## src/rtl/feedback_pulser_pkg.sv

```systemverilog
// Shared constants for the feedback pulser: FSM state encoding, default timing
// and a counter-width helper that never yields a zero-width vector.
package feedback_pkg;

  typedef logic [1:0] state_t;

  localparam state_t IDLE = 2'd0;
  localparam state_t ON   = 2'd1;
  localparam state_t GAP  = 2'd2;

  localparam int DEF_TICK_DIV = 100000;
  localparam int DEF_ON_MS    = 50;
  localparam int DEF_OFF_MS   = 50;
  localparam int DEF_PEND_W   = 3;

  // Bits needed to count 0..n-1, at least one.
  function automatic int cnt_w(input int n);
    return (n <= 2) ? 1 : $clog2(n);
  endfunction

endpackage

```

## src/rtl/feedback_pulser_if.sv

```systemverilog
// Trigger/status bundle between a controller (master) and the pulser (slave).
interface feedback_pulser_if
  import feedback_pkg::*;
#(
  parameter int PEND_W = DEF_PEND_W
);
  logic              trig;
  logic              clear;
  logic              pulse_out;
  logic              busy;
  logic [PEND_W-1:0] pending;
  logic              overflow;

  modport master (output trig, clear, input pulse_out, busy, pending, overflow);
  modport slave  (input trig, clear, output pulse_out, busy, pending, overflow);
endinterface

```

## src/rtl/ms_tick_gen.sv

```systemverilog
// Prescaler: counts 0..TICK_DIV-1 and flags the wrap cycle as a tick.
// i_restart holds the count at zero so the next period starts fresh.
module ms_tick_gen
  import feedback_pkg::*;
#(
  parameter int TICK_DIV = DEF_TICK_DIV
) (
  input  logic clk,
  input  logic reset_n,
  input  logic i_restart,
  output logic o_tick
);
  localparam int            CW   = cnt_w(TICK_DIV);
  localparam logic [CW-1:0] LAST = CW'(TICK_DIV - 1);

  logic [CW-1:0] r_cnt;

  always_ff @(posedge clk or negedge reset_n) begin
    if (!reset_n) begin
      r_cnt <= '0;
    end else if (i_restart || (r_cnt == LAST)) begin
      r_cnt <= '0;
    end else begin
      r_cnt <= r_cnt + 1'b1;
    end
  end

  assign o_tick = (r_cnt == LAST);
endmodule

```

## src/rtl/feedback_pulser.sv

```systemverilog
// Turns single-cycle trigger events into ON_MS-long output pulses, each followed
// by an OFF_MS gap; triggers arriving while busy are queued in a saturating counter.
module feedback_pulser
  import feedback_pkg::*;
#(
  parameter int TICK_DIV = DEF_TICK_DIV,
  parameter int ON_MS    = DEF_ON_MS,
  parameter int OFF_MS   = DEF_OFF_MS,
  parameter int PEND_W   = DEF_PEND_W
) (
  input logic               clk,
  input logic               reset_n,
  feedback_pulser_if.slave  bus
);
  localparam int TW = (cnt_w(ON_MS) > cnt_w(OFF_MS)) ? cnt_w(ON_MS) : cnt_w(OFF_MS);
  localparam logic [TW-1:0]     ON_LAST  = TW'(ON_MS - 1);
  localparam logic [TW-1:0]     OFF_LAST = TW'(OFF_MS - 1);
  localparam logic [PEND_W-1:0] PEND_MAX = '1;

  state_t            r_state, w_state_next;
  logic [TW-1:0]     r_tcnt, w_tcnt_next;
  logic [PEND_W-1:0] r_pend, w_pend_next;
  logic              r_pulse, r_busy, r_ovf;
  logic              w_ovf_next, w_enq, w_tick, w_restart;

  // Transitions out of ON/GAP always land on a prescaler wrap, so the count is
  // already zero there; only idling and aborts need an explicit restart.
  assign w_restart = (r_state == IDLE) || bus.clear;

  ms_tick_gen #(.TICK_DIV(TICK_DIV)) u_tick (
    .clk       (clk),
    .reset_n   (reset_n),
    .i_restart (w_restart),
    .o_tick    (w_tick)
  );

  always_comb begin
    w_state_next = r_state;
    w_tcnt_next  = r_tcnt;
    w_pend_next  = r_pend;
    w_ovf_next   = 1'b0;
    w_enq        = 1'b0;
    if (bus.clear) begin
      w_state_next = IDLE;
      w_tcnt_next  = '0;
      w_pend_next  = '0;
    end else begin
      case (r_state)
        IDLE: begin
          if (bus.trig) w_state_next = ON;
        end
        ON: begin
          w_enq = bus.trig;
          if (w_tick) begin
            if (r_tcnt == ON_LAST) begin
              w_state_next = GAP;
              w_tcnt_next  = '0;
            end else begin
              w_tcnt_next = r_tcnt + 1'b1;
            end
          end
        end
        GAP: begin
          if (w_tick && (r_tcnt == OFF_LAST)) begin
            w_tcnt_next = '0;
            // A trigger on the dequeue cycle replaces the entry being consumed.
            if (r_pend != '0) begin
              w_state_next = ON;
              if (!bus.trig) w_pend_next = r_pend - 1'b1;
            end else if (bus.trig) begin
              w_state_next = ON;
            end else begin
              w_state_next = IDLE;
            end
          end else begin
            w_enq = bus.trig;
            if (w_tick) w_tcnt_next = r_tcnt + 1'b1;
          end
        end
        default: begin
          w_state_next = IDLE;
          w_tcnt_next  = '0;
          w_pend_next  = '0;
        end
      endcase
      if (w_enq) begin
        if (r_pend != PEND_MAX) w_pend_next = r_pend + 1'b1;
        else                    w_ovf_next  = 1'b1;
      end
    end
  end

  always_ff @(posedge clk or negedge reset_n) begin
    if (!reset_n) begin
      r_state <= IDLE;
      r_tcnt  <= '0;
      r_pend  <= '0;
      r_ovf   <= 1'b0;
      r_pulse <= 1'b0;
      r_busy  <= 1'b0;
    end else begin
      r_state <= w_state_next;
      r_tcnt  <= w_tcnt_next;
      r_pend  <= w_pend_next;
      r_ovf   <= w_ovf_next;
      r_pulse <= (w_state_next == ON);
      r_busy  <= (w_state_next != IDLE);
    end
  end

  assign bus.pulse_out = r_pulse;
  assign bus.busy      = r_busy;
  assign bus.pending   = r_pend;
  assign bus.overflow  = r_ovf;
endmodule

```

## src/flat_wrapper.sv

```systemverilog
// flat-port wrapper written by rule: the top's interface ports become plain ports
module feedback_pulser_flat import feedback_pkg::*;
#(
  parameter int TICK_DIV = DEF_TICK_DIV,
  parameter int ON_MS    = DEF_ON_MS,
  parameter int OFF_MS   = DEF_OFF_MS,
  parameter int PEND_W   = DEF_PEND_W
)
  (clk, reset_n, bus_trig, bus_clear, bus_pulse_out, bus_busy, bus_pending, bus_overflow);
  feedback_pulser_if #(.PEND_W(PEND_W)) bus_i ();
  input logic clk;
  input logic reset_n;
  input wire logic [$bits(bus_i.trig)-1:0] bus_trig;
  input wire logic [$bits(bus_i.clear)-1:0] bus_clear;
  output wire logic [$bits(bus_i.pulse_out)-1:0] bus_pulse_out;
  output wire logic [$bits(bus_i.busy)-1:0] bus_busy;
  output wire logic [$bits(bus_i.pending)-1:0] bus_pending;
  output wire logic [$bits(bus_i.overflow)-1:0] bus_overflow;
  assign bus_i.trig = bus_trig;
  assign bus_i.clear = bus_clear;
  assign bus_pulse_out = bus_i.pulse_out;
  assign bus_busy = bus_i.busy;
  assign bus_pending = bus_i.pending;
  assign bus_overflow = bus_i.overflow;
  feedback_pulser #(.TICK_DIV(TICK_DIV), .ON_MS(ON_MS), .OFF_MS(OFF_MS), .PEND_W(PEND_W)) u_core (.clk(clk), .reset_n(reset_n), .bus(bus_i));
endmodule
```

## config.mk

```make
export PLATFORM = sky130hd
export DESIGN_NAME = feedback_pulser_flat
export DESIGN_NICKNAME = d
export VERILOG_FILES = /design/src/rtl/feedback_pulser_pkg.sv /design/src/rtl/feedback_pulser_if.sv /design/src/rtl/ms_tick_gen.sv /design/src/rtl/feedback_pulser.sv /design/src/flat_wrapper.sv
export SDC_FILE = /design/constraint.sdc
export NUM_CORES = 1
export LEC_CHECK = 0
export CAP_MARGIN = 20
export CORE_ASPECT_RATIO = 1.1
export CORE_MARGIN = 5
export CORE_UTILIZATION = 28
export CTS_BUF_LIST = sky130_fd_sc_hd__clkbuf_16
export DETAILED_ROUTE_END_ITERATION = 8
export PLACE_DENSITY = 0.41
export SLEW_MARGIN = 0
export SYNTH_ARGS = -nofsm -noshare
export SYNTH_HDL_FRONTEND = slang
export SYNTH_SLANG_ARGS = --single-unit
```

## constraint.sdc

```tcl
create_clock -name clk -period 2.95 [get_ports clk]
set_clock_uncertainty 0.2 [all_clocks]
set_input_delay 0.4425 -clock clk [delete_from_list [all_inputs] [get_ports clk]]
set_output_delay 0.4425 -clock clk [all_outputs]
set_load 0.02 [all_outputs]
```

# ---- Word level (Yosys, flattened, before mapping)
# Cells that the tools add are included.
dict set report totals {
  register_bits 31
  elab_cells 56
}
dict set report op_classes {
  add_sub_neg 4
  eq_ne 9
  n_mux 28
  reduce_logical 8
}
# cell count
set op_table {}
lappend op_table {{2-to-1 mux 6 bit} 5}
lappend op_table {{2-to-1 mux 3 bit} 6}
lappend op_table {{one-hot mux 6 bit (3 select lines)} 1}
lappend op_table {{adder 17 x 1 -> 17 bit (second input constant)} 1}
lappend op_table {{== test 17 bit (second input constant)} 1}
lappend op_table {{2-to-1 mux 17 bit} 1}
lappend op_table {{2-to-1 mux 2 bit} 6}
lappend op_table {{adder 6 x 1 -> 6 bit (second input constant)} 1}
lappend op_table {{== test 6 bit (second input constant)} 1}
lappend op_table {{2-to-1 mux 1 bit} 6}
lappend op_table {{one-hot mux 2 bit (3 select lines)} 1}
lappend op_table {{one-hot mux 3 bit (2 select lines)} 1}
lappend op_table {{== test 2 x 1 -> 1 bit (second input constant)} 2}
lappend op_table {{!= test 4 x 2 -> 1 bit (second input constant)} 1}
lappend op_table {{adder 3 x 1 -> 3 bit (second input constant)} 1}
lappend op_table {{!= test 3 x 2 -> 1 bit (second input constant)} 1}
lappend op_table {{!= test 3 bit (second input constant)} 1}
lappend op_table {{AND reduction 3 bit} 1}
lappend op_table {{nonzero test 3 bit} 1}
lappend op_table {{subtractor 3 x 1 -> 3 bit (second input constant)} 1}
lappend op_table {{== test 2 bit (second input constant)} 1}
lappend op_table {{logical NOT 2 bit} 1}
lappend op_table {{logical OR 1 bit} 2}
lappend op_table {{!= test 2 bit (second input constant)} 1}
lappend op_table {{4 further kinds} 4}

# ---- Longest topological paths before layout
dict set report logic_depth {
  ltp_word 8
  mapped_depth 9
  ltp_nobuf 8
}

# ---- Cells and area by module
# From an unflattened synthesis, not the netlist that was laid out.
dict set report unflattened {
  cells_unflattened 193
  area_unflattened_um2 1826.8
}
# module instances cells_per_inst area_each_um2
set modules_own_cells {}
lappend modules_own_cells {feedback_pulser 1 106 978.4}
lappend modules_own_cells {ms_tick_gen 1 87 848.3}

# ---- Worst setup path after synthesis
# OpenSTA, ideal clock, no wires.
dict set report synth_path {
  path_type {reg-to-reg}
  from {register u_core.u_tick.r_cnt[0]}
  to {register u_core.r_pend[1] (netlist: u_core.bus.pending[1])}
  setup_ps 124
  t_arrival_ps 1863
  path_slack_ps 763
  path_stages_with_launch 8
  path_buffers 0
  synth_period_minus_slack_ps 2187
  path_cell_list {dfrtp_1 > ha_1 > and4_1 > nand4_4 > nor4_4 > a31oi_1 > and3_1 > a211o_1}
}
dict set report synth_between {
  elab_chain_len 7
  word_cells_on_any_way 10
}
# element line_no
set synth_rtl {}
lappend synth_rtl {{start: declaration} ms_tick_gen.sv:16} ;# logic [CW-1:0] r_cnt;
lappend synth_rtl {{start signal: assignment} ms_tick_gen.sv:24} ;# r_cnt <= r_cnt + 1'b1;
lappend synth_rtl {{== test 17 bit (*)} ms_tick_gen.sv:28} ;# assign o_tick = (r_cnt == LAST);
lappend synth_rtl {{logical AND 1 bit (*)} feedback_pulser.sv:64} ;# if (w_tick && (r_tcnt == OFF_LAST)) begin
lappend synth_rtl {{2-to-1 mux 3 bit / 2-to-1 mux 1 bit (equally long branches)} feedback_pulser.sv:64}
lappend synth_rtl {{one-hot mux 3 bit (2 select lines) / one-hot mux 1 bit (2 select lines) (equally long branches)} feedback_pulser.sv:48} ;# case (r_state)
lappend synth_rtl {{2-to-1 mux 3 bit / 2-to-1 mux 1 bit (equally long branches)} {feedback_pulser.sv:87, feedback_pulser.sv:43}}
lappend synth_rtl {{2-to-1 mux 3 bit (*)} feedback_pulser.sv:86} ;# if (w_enq) begin
lappend synth_rtl {{2-to-1 mux 3 bit (*)} feedback_pulser.sv:43} ;# if (bus.clear) begin
lappend synth_rtl {{via u_core.w_pend_next[1]} feedback_pulser.sv:22} ;# logic [PEND_W-1:0] r_pend, w_pend_next;
lappend synth_rtl {{end signal: assignment} feedback_pulser.sv:104} ;# r_pend <= w_pend_next;
lappend synth_rtl {{end: declaration} feedback_pulser.sv:22}
# Mark *: on every way through the listed nets, which the timed path passes. The rest lies on a longest branch. The select of a mux whose other input is x is not followed.
# A chain may end at the register's enable or synchronous reset.

# ---- Worst setup path after layout
# Ends and elaborated chain as after synthesis.

==> metrics.csv <==
stage,metric,value,unit
worst_setup_path,CP Capture Type,register,
timing,Slew @ Worst Pin,0.670,ns
final_layout,fin util,0.346,
timing,Slew Limit Fails,0,
detailed_routing,Met1 Routed Length,1.70,mm
detailed_routing,Routed wire per std cell,12.8,um
timing,final setup violating endpoints,0,
detailed_routing,First-pass DRT Iterations,4,
logic_synthesis,Post-synth EDFFs,0,
flow_run,Max-Cap Viols,0,
clock_network,PostCTS Resize Cnt,0,
final_layout,area grow syn2layout,18.8,%
pwr,Peak VDD IR,0.000225,V
worst_setup_path,critical path class,reg2reg,
detailed_routing,DR top layer,met4,
clock_network,CTS tree,built,
global_route,gr usage total,0.0978,
worst_setup_path,crit-path max FO,6,
final_layout,filler instances,648,
detailed_routing,Residual DRC,0,
clock_network,Clock Sinks,31,
logic_synthesis,largest cells by area after synthesis,"dfrtp_1, ha_1, xor2_1, nor2_1, nand2_1",
final_layout,area of the multi-input gates,987,um2
timing,endpoints failing hold,0,
worst_setup_path,"Largest delay share family, worst path",simple AND/OR/NAND/NOR gates,
global_route,vias in the first global route,1354,
detailed_routing,DRT iter0 DRCs,44,
final_layout,Final nets,217,
logic_synthesis,net count after synthesis,205,
pwr,Leakage Power,0.000928,uW
pwr,PwrDens,528,mW/mm2
global_route,Overflow after GRT,0,
clock_network,CTS Hold Bufs,0,
detailed_routing,Vias,1339,
clock_network,htree depth,2,
die,core area,0.00623,mm2
clock_network,deepest clock path buffer count,2,
clock_network,clk_lat worst skew,0.27,ns
outcome,outcome,"complete, no violations",
global_route,first-pass GRT wire length,6.29,mm
logic_synthesis,post-synth top area share,0.428,
final_layout,antenna fix cells,0,
timing,Hold WS,0.280,ns
detailed_routing,vias per inst,4.73,
logic_synthesis,Syn Std Cell Area,0.00181,mm2
logic_synthesis,Yosys reg bits,31,
final_layout,Final Cell Area,0.00215,mm2
die,Horiz. Die Dim,86.8,um
placement,"Cell Area, Placed",0.00199,mm2
timing,Final Cycle Share,0.805,
placement,Post-Place Cells,275,
clock_network,CTS Root Buffer Type,clkbuf_16,
logic_synthesis,"FFs w/ async S/R, synth",1.00,
worst_setup_path,crit path buf inv count,0,
global_route,largest net degree at the start of global routing,32,
clock_network,CTS Buf Count,5,
detailed_routing,"antenna viol nets, final",0,
final_layout,layout cell share with drive strength beyond 1,0.0640,
worst_hold_path,worst min path class,reg2reg,
timing,minimum clock period,2.37,ns
timing,Fmax,421,MHz
detailed_routing,drt total wl,3.62,mm
timing,worst relative slew slack,0.547,
final_layout,final cell count without fillers,283,
detailed_routing,met3 wire len,125,um
final_layout,Sequential cell area,776,um2
die,io pins,10,
placement,RePlAce Congestion,0.740,
die,Die H,94.4,um
worst_setup_path,Startpoint Class,register,
clock_network,Post-CTS Setup Bufs,0,
logic_synthesis,ys flop type,dfrtp_1,
worst_setup_path,WP data required,2.90,ns
final_layout,"commonest cells after routing, fill and taps aside","nor2_1, dfrtp_1, nand2_1",
detailed_routing,met2 WL post-DR,1.77,mm
die,Cell Rows,30,
worst_setup_path,"slowest stage delay, CP",0.39,ns
logic_synthesis,sequential element share of the synthesized area,0.428,
worst_setup_path,WP data arrival,2.33,ns
timing,TNS Setup,0,ns
logic_synthesis,Syn Area/Cell,9.55,um2
timing,RSZ-0062 raised after global routing,no,
placement,dpl hpwl,2.68,mm
worst_setup_path,crit path cell chain,ha_1 -> and4_1 -> nand4_4 -> nor4_4 -> a31oi_1 -> and3_1 -> a211o_1,
logic_synthesis,cell taking the most area after synthesis,dfrtp_1,
die,Initial Utilization,0.291,
logic_synthesis,cell count after synthesis,190,
logic_synthesis,Yosys cell types,44,
placement,port bufs,9,
die,Die ar.,0.00819,mm2
clock_network,clock slew seen by the registers of the worst setup and hold paths,0.05,ns
global_route,initial antenna violation count,0,
logic_synthesis,Yosys warnings,0,
worst_setup_path,slowest CP cell,nor4_4,
[cells by family (layout without fill, tap and decap cells)]
logic type / count (synthesis) / after routing / synth area share
XOR/XNOR: 18 / 18 / 0.0869
multiplexers: 2 / 2 / 0.0110
AO/OA/AOI/OAI: 23 / 23 / 0.0890
flip-flops: 31 / 31 / 0.428
adder cells (fa/ha/maj): 11 / 11 / 0.0759
buffers and inverters: 13 / 26 / 0.0283
AND/OR/NAND/NOR: 92 / 92 / 0.281
[through the flow]
| step | total power, uW | setup WS [ns] |
|---|---|---|
| 2_1_floorplan | 531 | 0.763 |
| 3_3_place_gp | 582 | 0.527 |
| 3_5_place_dp | 582 | 0.527 |
| 4_1_cts | 1160 | 0.562 |
| 5_1_grt | 1190 | 0.314 |
| 6_report | 1140 | 0.575 |
[routing by layer]
layer | GRT usage | up-vias
li1 | - | 687
met2 | 0.163 | 14
met3 | 0.0271 | 2
met4 | 0.0351 | 0
met1 | 0.120 | 636
met5 | 0 | -
[cell type report]
class,count,share of cell area
clock buffers,5,0.0581
well taps,80,0.0465
clock inverters,3,0.0180
flip-flops and latches,31,0.360
multi-input cells,146,0.458
inverters,8,0.0139
repair buffers,10,0.0453
[power breakdown]
| group | switching, uW | total, uW | internal (uW) |
|---|---|---|---|
| clock network | 172 | 564 | 393 |
| registers | 9.69 | 447 | 437 |
| logic | 76.7 | 126 | 49.3 |
[worst paths after layout]
kind,startpoint,to,slack (ns),cells after the start
hold reg to reg,u_core.u_tick.r_cnt[0]$_DFF_PN0_,u_core.u_tick.r_cnt[0]$_DFF_PN0_,0.28,1
hold / removal,u_core.u_tick.r_cnt[0]$_DFF_PN0_,u_core.u_tick.r_cnt[0]$_DFF_PN0_,0.28,1
max in group asynchronous,reset_n,u_core.u_tick.r_cnt[2]$_DFF_PN0_,1.87,2
setup reg to reg,u_core.u_tick.r_cnt[0]$_DFF_PN0_,u_core.bus.pending[1]$_DFF_PN0_,0.58,7
min in group asynchronous,reset_n,u_core.r_tcnt[2]$_DFFE_PN0P_,0.38,2
setup / recovery,u_core.u_tick.r_cnt[0]$_DFF_PN0_,u_core.bus.pending[1]$_DFF_PN0_,0.58,7
[worst reg2reg max path, delay by kind of cell (launching register included)]
kind | cells | cell delay, ns
flops | 1 | 0.38
fa+ha+maj | 1 | 0.21
simple gates | 4 | 1.10
compound gates | 2 | 0.38
[sequential cells by signal, summed over array words and instances, names as in the netlist]
name and flops:
u_core.bus.pulse_out 1, u_core.bus.busy 1, u_core.bus.overflow 1, u_core.r_tcnt 6
u_core.bus.pending 3, u_core.r_state 2, u_core.u_tick.r_cnt 17
[synth_stat cells (2+ instances only)]
| cell type | count |
|---|---|
| a21o_1 | 2 |
| a21oi_1 | 3 |
| and2_1 | 2 |
| and3_1 | 5 |
| buf_2 | 2 |
| clkbuf_1 | 3 |
| dfrtp_1 | 31 |
| ha_1 | 11 |
| inv_1 | 8 |
| mux2i_1 | 2 |
| nand2_1 | 16 |
| nand3_1 | 10 |
| nand3b_1 | 2 |
| nand4_1 | 8 |
| nor2_1 | 31 |
| nor2b_1 | 2 |
| nor3_1 | 4 |
| nor3b_1 | 2 |
| o21a_1 | 2 |
| o21ai_0 | 4 |
| xnor2_1 | 4 |
| xor2_1 | 14 |
No activity file was read; power rests on OpenSTA's default activity.
